## src/rtl/i2c_merger_n_if.sv

```systemverilog
// Master-side and downstream pad signals of the N-way I2C merger.
// The slave modport is the merger itself; master is the surrounding EMIO/pad logic.
interface i2c_merger_n_if #(
    parameter int NBUS = 2
);
    logic            scl_in;
    logic            sda_in_t;
    logic            sda_in_o;
    logic [NBUS-1:0] sda_i;
    logic [NBUS-1:0] scl_oe_o;
    logic [NBUS-1:0] sda_oe_o;

    modport master (
        output scl_in, sda_in_t, sda_i,
        input  sda_in_o, scl_oe_o, sda_oe_o
    );

    modport slave (
        input  scl_in, sda_in_t, sda_i,
        output sda_in_o, scl_oe_o, sda_oe_o
    );
endinterface

```

## src/rtl/i2c_merger_n.sv

```systemverilog
// Fans one I2C master out to NBUS open-drain buses with an idle-only enable mask,
// START/STOP tracking and a hardware bus-clear sequencer for stuck SDA.
module i2c_merger_n #(
    parameter int              NBUS        = 2,
    parameter int              SYNC_STAGES = 2,
    parameter logic [NBUS-1:0] RESET_MASK  = {NBUS{1'b1}},
    parameter int              CLR_HALF    = 250,
    parameter int              CLR_PULSES  = 9
) (
    input  logic            clk_i,
    input  logic            rst_i,
    i2c_merger_n_if.slave   bus,
    input  logic [NBUS-1:0] mask_i,
    output logic [NBUS-1:0] mask_o,
    output logic            busy_o,
    input  logic            clr_req_i,
    output logic            clr_busy_o,
    output logic            clr_fail_o
);

    localparam int HW = $clog2(CLR_HALF);
    localparam int PW = $clog2(CLR_PULSES + 1);
    localparam logic [HW-1:0] HC_LAST = HW'(CLR_HALF - 1);
    localparam logic [PW-1:0] N_MAX   = PW'(CLR_PULSES);

    typedef enum logic [2:0] {IDLE, LO, HI, SA, SB, SC} state_t;

    state_t          state;
    logic [HW-1:0]   hc;
    logic [PW-1:0]   n;
    logic [NBUS-1:0] sync_q [SYNC_STAGES];
    logic [NBUS-1:0] sda_s;
    logic            scl_r;
    logic            sdat_r;
    logic            sdat_d;
    logic            all_hi;
    logic            start_det;
    logic            stop_det;
    logic            half_done;

    assign sda_s     = sync_q[SYNC_STAGES-1];
    assign all_hi    = &(sda_s | ~mask_o);
    assign start_det = scl_r & sdat_d & ~sdat_r;
    assign stop_det  = scl_r & ~sdat_d & sdat_r;
    assign half_done = (hc == HC_LAST);

    always_ff @(posedge clk_i) begin
        if (rst_i) begin
            for (int i = 0; i < SYNC_STAGES; i++) sync_q[i] <= '1;
        end else begin
            sync_q[0] <= bus.sda_i;
            for (int i = 1; i < SYNC_STAGES; i++) sync_q[i] <= sync_q[i-1];
        end
    end

    // Outputs are loaded on state entry so the pads change on the same edge as the state.
    always_ff @(posedge clk_i) begin
        if (rst_i) begin
            state        <= IDLE;
            hc           <= '0;
            n            <= '0;
            scl_r        <= 1'b1;
            sdat_r       <= 1'b1;
            sdat_d       <= 1'b1;
            mask_o       <= RESET_MASK;
            busy_o       <= 1'b0;
            clr_busy_o   <= 1'b0;
            clr_fail_o   <= 1'b0;
            bus.scl_oe_o <= '0;
            bus.sda_oe_o <= '0;
            bus.sda_in_o <= 1'b1;
        end else begin
            scl_r  <= bus.scl_in;
            sdat_r <= bus.sda_in_t;
            sdat_d <= sdat_r;

            if (state != IDLE) hc <= half_done ? '0 : hc + 1'b1;

            case (state)
                IDLE: begin
                    bus.scl_oe_o <= mask_o & ~{NBUS{scl_r}};
                    bus.sda_oe_o <= mask_o & ~{NBUS{sdat_r}};
                    bus.sda_in_o <= sdat_r & all_hi;
                    if (start_det)     busy_o <= 1'b1;
                    else if (stop_det) busy_o <= 1'b0;
                    if (!busy_o) mask_o <= mask_i;
                    if (clr_req_i && !busy_o) begin
                        state        <= LO;
                        hc           <= '0;
                        n            <= '0;
                        clr_busy_o   <= 1'b1;
                        clr_fail_o   <= 1'b0;
                        bus.scl_oe_o <= mask_o;
                        bus.sda_oe_o <= '0;
                        bus.sda_in_o <= 1'b1;
                    end
                end
                LO: begin
                    if (half_done) begin
                        state        <= HI;
                        bus.scl_oe_o <= '0;
                        n            <= n + 1'b1;
                    end
                end
                HI: begin
                    if (half_done) begin
                        if (all_hi) begin
                            state        <= SA;
                            bus.scl_oe_o <= mask_o;
                            bus.sda_oe_o <= mask_o;
                        end else if (n < N_MAX) begin
                            state        <= LO;
                            bus.scl_oe_o <= mask_o;
                        end else begin
                            state      <= IDLE;
                            clr_fail_o <= 1'b1;
                            clr_busy_o <= 1'b0;
                            busy_o     <= 1'b0;
                        end
                    end
                end
                SA: begin
                    if (half_done) begin
                        state        <= SB;
                        bus.scl_oe_o <= '0;
                    end
                end
                SB: begin
                    if (half_done) begin
                        state        <= SC;
                        bus.sda_oe_o <= '0;
                    end
                end
                SC: begin
                    if (half_done) begin
                        state      <= IDLE;
                        clr_busy_o <= 1'b0;
                        busy_o     <= 1'b0;
                    end
                end
                default: state <= IDLE;
            endcase
        end
    end

endmodule

```

## src/flat_wrapper.sv

```systemverilog
// flat-port wrapper written by rule: the top's interface ports become plain ports
module i2c_merger_n_flat 
#(
    parameter int              NBUS        = 2,
    parameter int              SYNC_STAGES = 2,
    parameter logic [NBUS-1:0] RESET_MASK  = {NBUS{1'b1}},
    parameter int              CLR_HALF    = 250,
    parameter int              CLR_PULSES  = 9
)
  (clk_i, rst_i, mask_i, mask_o, busy_o, clr_req_i, clr_busy_o, clr_fail_o, bus_scl_in, bus_sda_in_t, bus_sda_i, bus_sda_in_o, bus_scl_oe_o, bus_sda_oe_o);
  i2c_merger_n_if #(.NBUS(NBUS)) bus_i ();
  input  logic clk_i;
  input  logic rst_i;
  input  logic [NBUS-1:0] mask_i;
  output logic [NBUS-1:0] mask_o;
  output logic busy_o;
  input  logic clr_req_i;
  output logic clr_busy_o;
  output logic clr_fail_o;
  input wire logic [$bits(bus_i.scl_in)-1:0] bus_scl_in;
  input wire logic [$bits(bus_i.sda_in_t)-1:0] bus_sda_in_t;
  input wire logic [$bits(bus_i.sda_i)-1:0] bus_sda_i;
  output wire logic [$bits(bus_i.sda_in_o)-1:0] bus_sda_in_o;
  output wire logic [$bits(bus_i.scl_oe_o)-1:0] bus_scl_oe_o;
  output wire logic [$bits(bus_i.sda_oe_o)-1:0] bus_sda_oe_o;
  assign bus_i.scl_in = bus_scl_in;
  assign bus_i.sda_in_t = bus_sda_in_t;
  assign bus_i.sda_i = bus_sda_i;
  assign bus_sda_in_o = bus_i.sda_in_o;
  assign bus_scl_oe_o = bus_i.scl_oe_o;
  assign bus_sda_oe_o = bus_i.sda_oe_o;
  i2c_merger_n #(.NBUS(NBUS), .SYNC_STAGES(SYNC_STAGES), .RESET_MASK(RESET_MASK), .CLR_HALF(CLR_HALF), .CLR_PULSES(CLR_PULSES)) u_core (.clk_i(clk_i), .rst_i(rst_i), .bus(bus_i), .mask_i(mask_i), .mask_o(mask_o), .busy_o(busy_o), .clr_req_i(clr_req_i), .clr_busy_o(clr_busy_o), .clr_fail_o(clr_fail_o));
endmodule
```

## config.mk

```make
export PLATFORM = sky130hd
export DESIGN_NAME = i2c_merger_n_flat
export DESIGN_NICKNAME = d
export VERILOG_FILES = /design/src/rtl/i2c_merger_n_if.sv /design/src/rtl/i2c_merger_n.sv /design/src/flat_wrapper.sv
export SDC_FILE = /design/constraint.sdc
export NUM_CORES = 1
export LEC_CHECK = 0
export BUFFER_PORTS_ARGS = -buffer_cell sky130_fd_sc_hd__buf_2
export CAP_MARGIN = 20
export CORE_AREA = 5 5 78 59
export CTS_CLUSTER_DIAMETER = 150
export DETAILED_ROUTE_END_ITERATION = 7
export DIE_AREA = 0 0 83 64
export PLACE_DENSITY_LB_ADDON = 0.3
export SKIP_LAST_GASP = 1
export SLEW_MARGIN = 10
export SYNTH_ARGS = -nofsm -noshare
export SYNTH_HDL_FRONTEND = slang
export SYNTH_SLANG_ARGS = --single-unit
```

## constraint.sdc

```tcl
create_clock -name clk_i -period 1.73 [get_ports clk_i]
set_input_delay 0.2595 -clock clk_i [delete_from_list [all_inputs] [get_ports clk_i]]
set_output_delay 0.2595 -clock clk_i [all_outputs]
set_load 0.05 [all_outputs]
```

==> metrics.yaml <==
logic_synthesis:
  synth_ff_type: "dfxtp_1"
  synth_nets: 197
  synth-async-reset-ratio_pct: 0
  synth_edf_count: 0
  synthesis.area_um2: 1618
  syn-instance-count: 184
  synth_seq_area_share_pct: 39.60
  yosys_warnings: 0
  synth_seq_cells: 32
  yosys.cell_types.count: 49
  synth.avg_cell_area_um2: 8.792
clock_network:
  root_buffer: "clkbuf_8"
  path_clk_slew_ps: 70
  postCtsHoldBufs: 0
  clock_path_buffers: 2
  cts_tree: "yes"
  clk_latency_ps: 280
  clkSinkCount: 32
  cts_setup_buffers: 0
  cts_buffers: 5
  cts_htree_levels: 2
sta:
  timing.final.crit_share_pct: 93.51
  slew_headroom_pct: 74.85
  period_needed_ps: 1618
  rsz0062_at_grt: "no"
  slew_violations: 0
  tightest_slew_ps: 377.3
  hold_viol: 0
  fin_skew_ps: 9.514
  setup_viol: 0
  max_freq_ghz: 0.6182
  finalSetupTns_ps: 0
power_and_ir_drop:
  p_per_area_nw_per_um2: 807.0
  p_switching_uw: 430.0
  p_sw_share_pct: 26.75
  pwr-share-clk_pct: 36.0
  peakVddDrop_mv: 0.6209
  p_comb_share_pct: 15.2
  seq_power_share_pct: 48.8
  p_leak_nw: 0.8205
  p_int_mw: 1.178
worst_setup_path:
  critical_path.startpoint: "u_core.hc[5]"
  r2r_cells: 4
  regToRegSetupSlack_ps: 110
  cp-start-kind: "flip-flop"
  crit_fanout: 6
  r2r-start: "u_core.hc[5]"
  worstPathRequired_ps: 1950
  arrival_ps: 1840
  crit_path_end_kind: "flip-flop"
  worstSetupPathType: "reg -> reg"
  worstReg2RegEnd: "u_core.bus.sda_oe_o[1]"
  crit_end: "u_core.bus.sda_oe_o[1]"
route:
  drcViolationCount: 0
  antenna_left: 0
  drt-wirelength-per-cell_um: 14.43
  vias: 1517
  drt-total-wl_um: 3925
  drt_iter0_markers: 171
  via_per_inst: 5.577
  first_pass_iters: 4
floorplanning:
  core_area_um2: 3756
  io_pins: 19
  initial_utilization_pct: 43.07
  die_y_um: 64
  die_area_um2: 5312
  die_x_um: 83
  rows: 19
grt:
  grt_antenna_before_repair: 0
  grt_start_max_net_pins: 24
  gr-usage-all-layers_pct: 15.81
  grt_pass1_wl_um: 6927
  overflow: 0
  first_global_vias: 1481
placement:
  numPortBuffers: 18
  gp_congestion: 0.8781
  dp_hpwl_um: 2958
final_layout:
  post-route-util_pct: 53.03
  area_growth_pct: 23.12
  antenna_cells: 0
  nets: 232
  drive_gt1_share_pct: 28.64
  n_fill_cell: 377
job:
  cap_viol_max_count: 0
worst_hold_path:
  hold_class: "in -> reg"
run_status:
  status: "finished, final reports clean"
[cell usage in the layout (no fill, tap or decap), types with 2 or more instances in the layout]
cell	synthesis	routed
buf_2	1	18
nand4_1	2	2
inv_1	7	6
or3_1	2	2
nor2_1	17	16
nor3_1	7	7
o211ai_1	2	2
a22oi_1	2	2
or2_2	7	7
clkbuf_8	0	6
o31ai_1	2	2
nand2_1	14	14
and3_1	3	3
a211oi_1	3	3
dfxtp_1	32	32
buf_4	0	21
mux2i_1	6	6
ha_1	4	3
nor4_1	2	2
o32a_1	2	2
o311ai_0	2	2
clkbuf_1	9	2
nand3_1	7	7
nand2b_1	3	3
nor2b_1	2	2
o21ai_0	7	7
a21oi_1	8	8
o311a_1	2	2
a31oi_1	3	3
a311oi_1	4	4
a22o_1	2	2
[cells in the mapped netlist, drive strengths merged, types with 2 or more instances]
cell type | instances | share of area, %
mux2i | 6 | 3.7
o311a | 3 | 1.9
nand2 | 14 | 3.2
nand4 | 2 | 0.77
a21oi | 8 | 2.5
o311ai | 2 | 1.1
a311oi | 4 | 2.2
o31ai | 2 | 0.93
dfxtp | 32 | 40
o32a | 2 | 1.2
a22oi | 2 | 0.93
a31oi | 3 | 1.2
inv | 7 | 1.6
o21ai | 7 | 2.2
o211ai | 2 | 0.93
and3 | 3 | 1.2
nor2 | 17 | 3.9
a22o | 2 | 1.1
nand3 | 7 | 2.2
nor2b | 2 | 0.77
nor4 | 2 | 0.77
or2 | 7 | 2.7
a211oi | 3 | 1.4
clkbuf | 10 | 2.4
or3 | 2 | 0.77
ha | 4 | 3.1
nor3 | 7 | 2.2
nand2b | 3 | 1.2
[routing by layer]
metal | global-route usage [%] | wire length (um)
met2 | 23.80 | 1679
met1 | 22.59 | 2013
met5 | 0 | 0
met4 | 3.061 | 38
met3 | 4.621 | 193
[per-stage QoR]
step           hold WS [ps]  worst slack (ps)  instances  area, um^2  total power [mW]
2_1_floorplan         363.3             25.79        184        1618            0.9580
3_3_place_gp          391.7             46.60        264        1887             1.037
3_5_place_dp          392.3             6.053        264        1887             1.039
4_1_cts               158.2             6.594        272        1979             1.618
5_1_grt               158.4            0.2551        272        1992             1.684
6_report              164.9             112.4        272        1992             1.608
[power groups by stage]
stage	clock [mW]	combinational (mW)	sequential [mW]
6_report	0.579	0.245	0.784
2_1_floorplan	0	0.107	0.851
3_3_place_gp	0	0.238	0.798
3_5_place_dp	0	0.240	0.799
4_1_cts	0.594	0.242	0.783
5_1_grt	0.628	0.268	0.788
[critical path, stage by stage (launching register included)]
cell and delay (ps):
dfxtp_1 410, nand3_1 150, or4_4 570, o32ai_4 270
a22o_1 150
[how the worst min path moves through the flow]
stage / from / endpoint / slack (ps) / depth (start not counted)
floorplan: bus_scl_in / u_core.scl_r / 360 / 1
CTS: bus_sda_i[0] / u_core.sync_q[0][0] / 160 / 2
detailed placement: u_core.sync_q[0][1] / u_core.sync_q[0][3] / 390 / 1
global placement: u_core.sync_q[0][1] / u_core.sync_q[0][3] / 390 / 1
global route: bus_scl_in / u_core.scl_r / 160 / 2
finish: bus_sda_i[0] / u_core.sync_q[0][0] / 160 / 2
[kinds of logic after synthesis]
family                     share of synthesized area (%)
and+or+nand+nor                                    24.83
AOI/OAI and AO/OA                                  23.90
DFF                                                39.60
buffers and inverters                              4.331
muxes                                              3.712
adders and majority gates                          3.094
xor gates and xnor gates                          0.5415
[state kept, by name, summed over array words and instances (netlist names)]
| signal | flops |
|---|---|
| u_core.n | 4 |
| u_core.bus.sda_oe_o | 2 |
| u_core.bus.scl_oe_o | 2 |
| u_core.sdat_r | 1 |
| u_core.busy_o | 1 |
| u_core.clr_fail_o | 1 |
| u_core.clr_busy_o | 1 |
| u_core.mask_o | 2 |
| u_core.hc | 8 |
| u_core.state | 3 |
| u_core.scl_r | 1 |
| u_core.sdat_d | 1 |
| u_core.sync_q | 4 |
| u_core.bus.sda_in_o | 1 |
[timing repair]
item | CTS | global route
gates cloned | 0 | 0
resized for setup | 1 | 3
hold endpoints to repair | 0 | 0
pin swaps | 0 | 4
endpoints found under the setup margin | 3 | 6
[area by class of cell]
class,instances,area [um^2],area share [%]
inverters,7,26.28,1.319
flip-flops and latches,32,640.6,32.16
multi-input cells,134,922.1,46.29
repair buffers,39,247.7,12.44
clock buffers,8,90.09,4.523
well taps,52,65.06,3.266
Note: power is estimated with default switching activity, not from simulation.
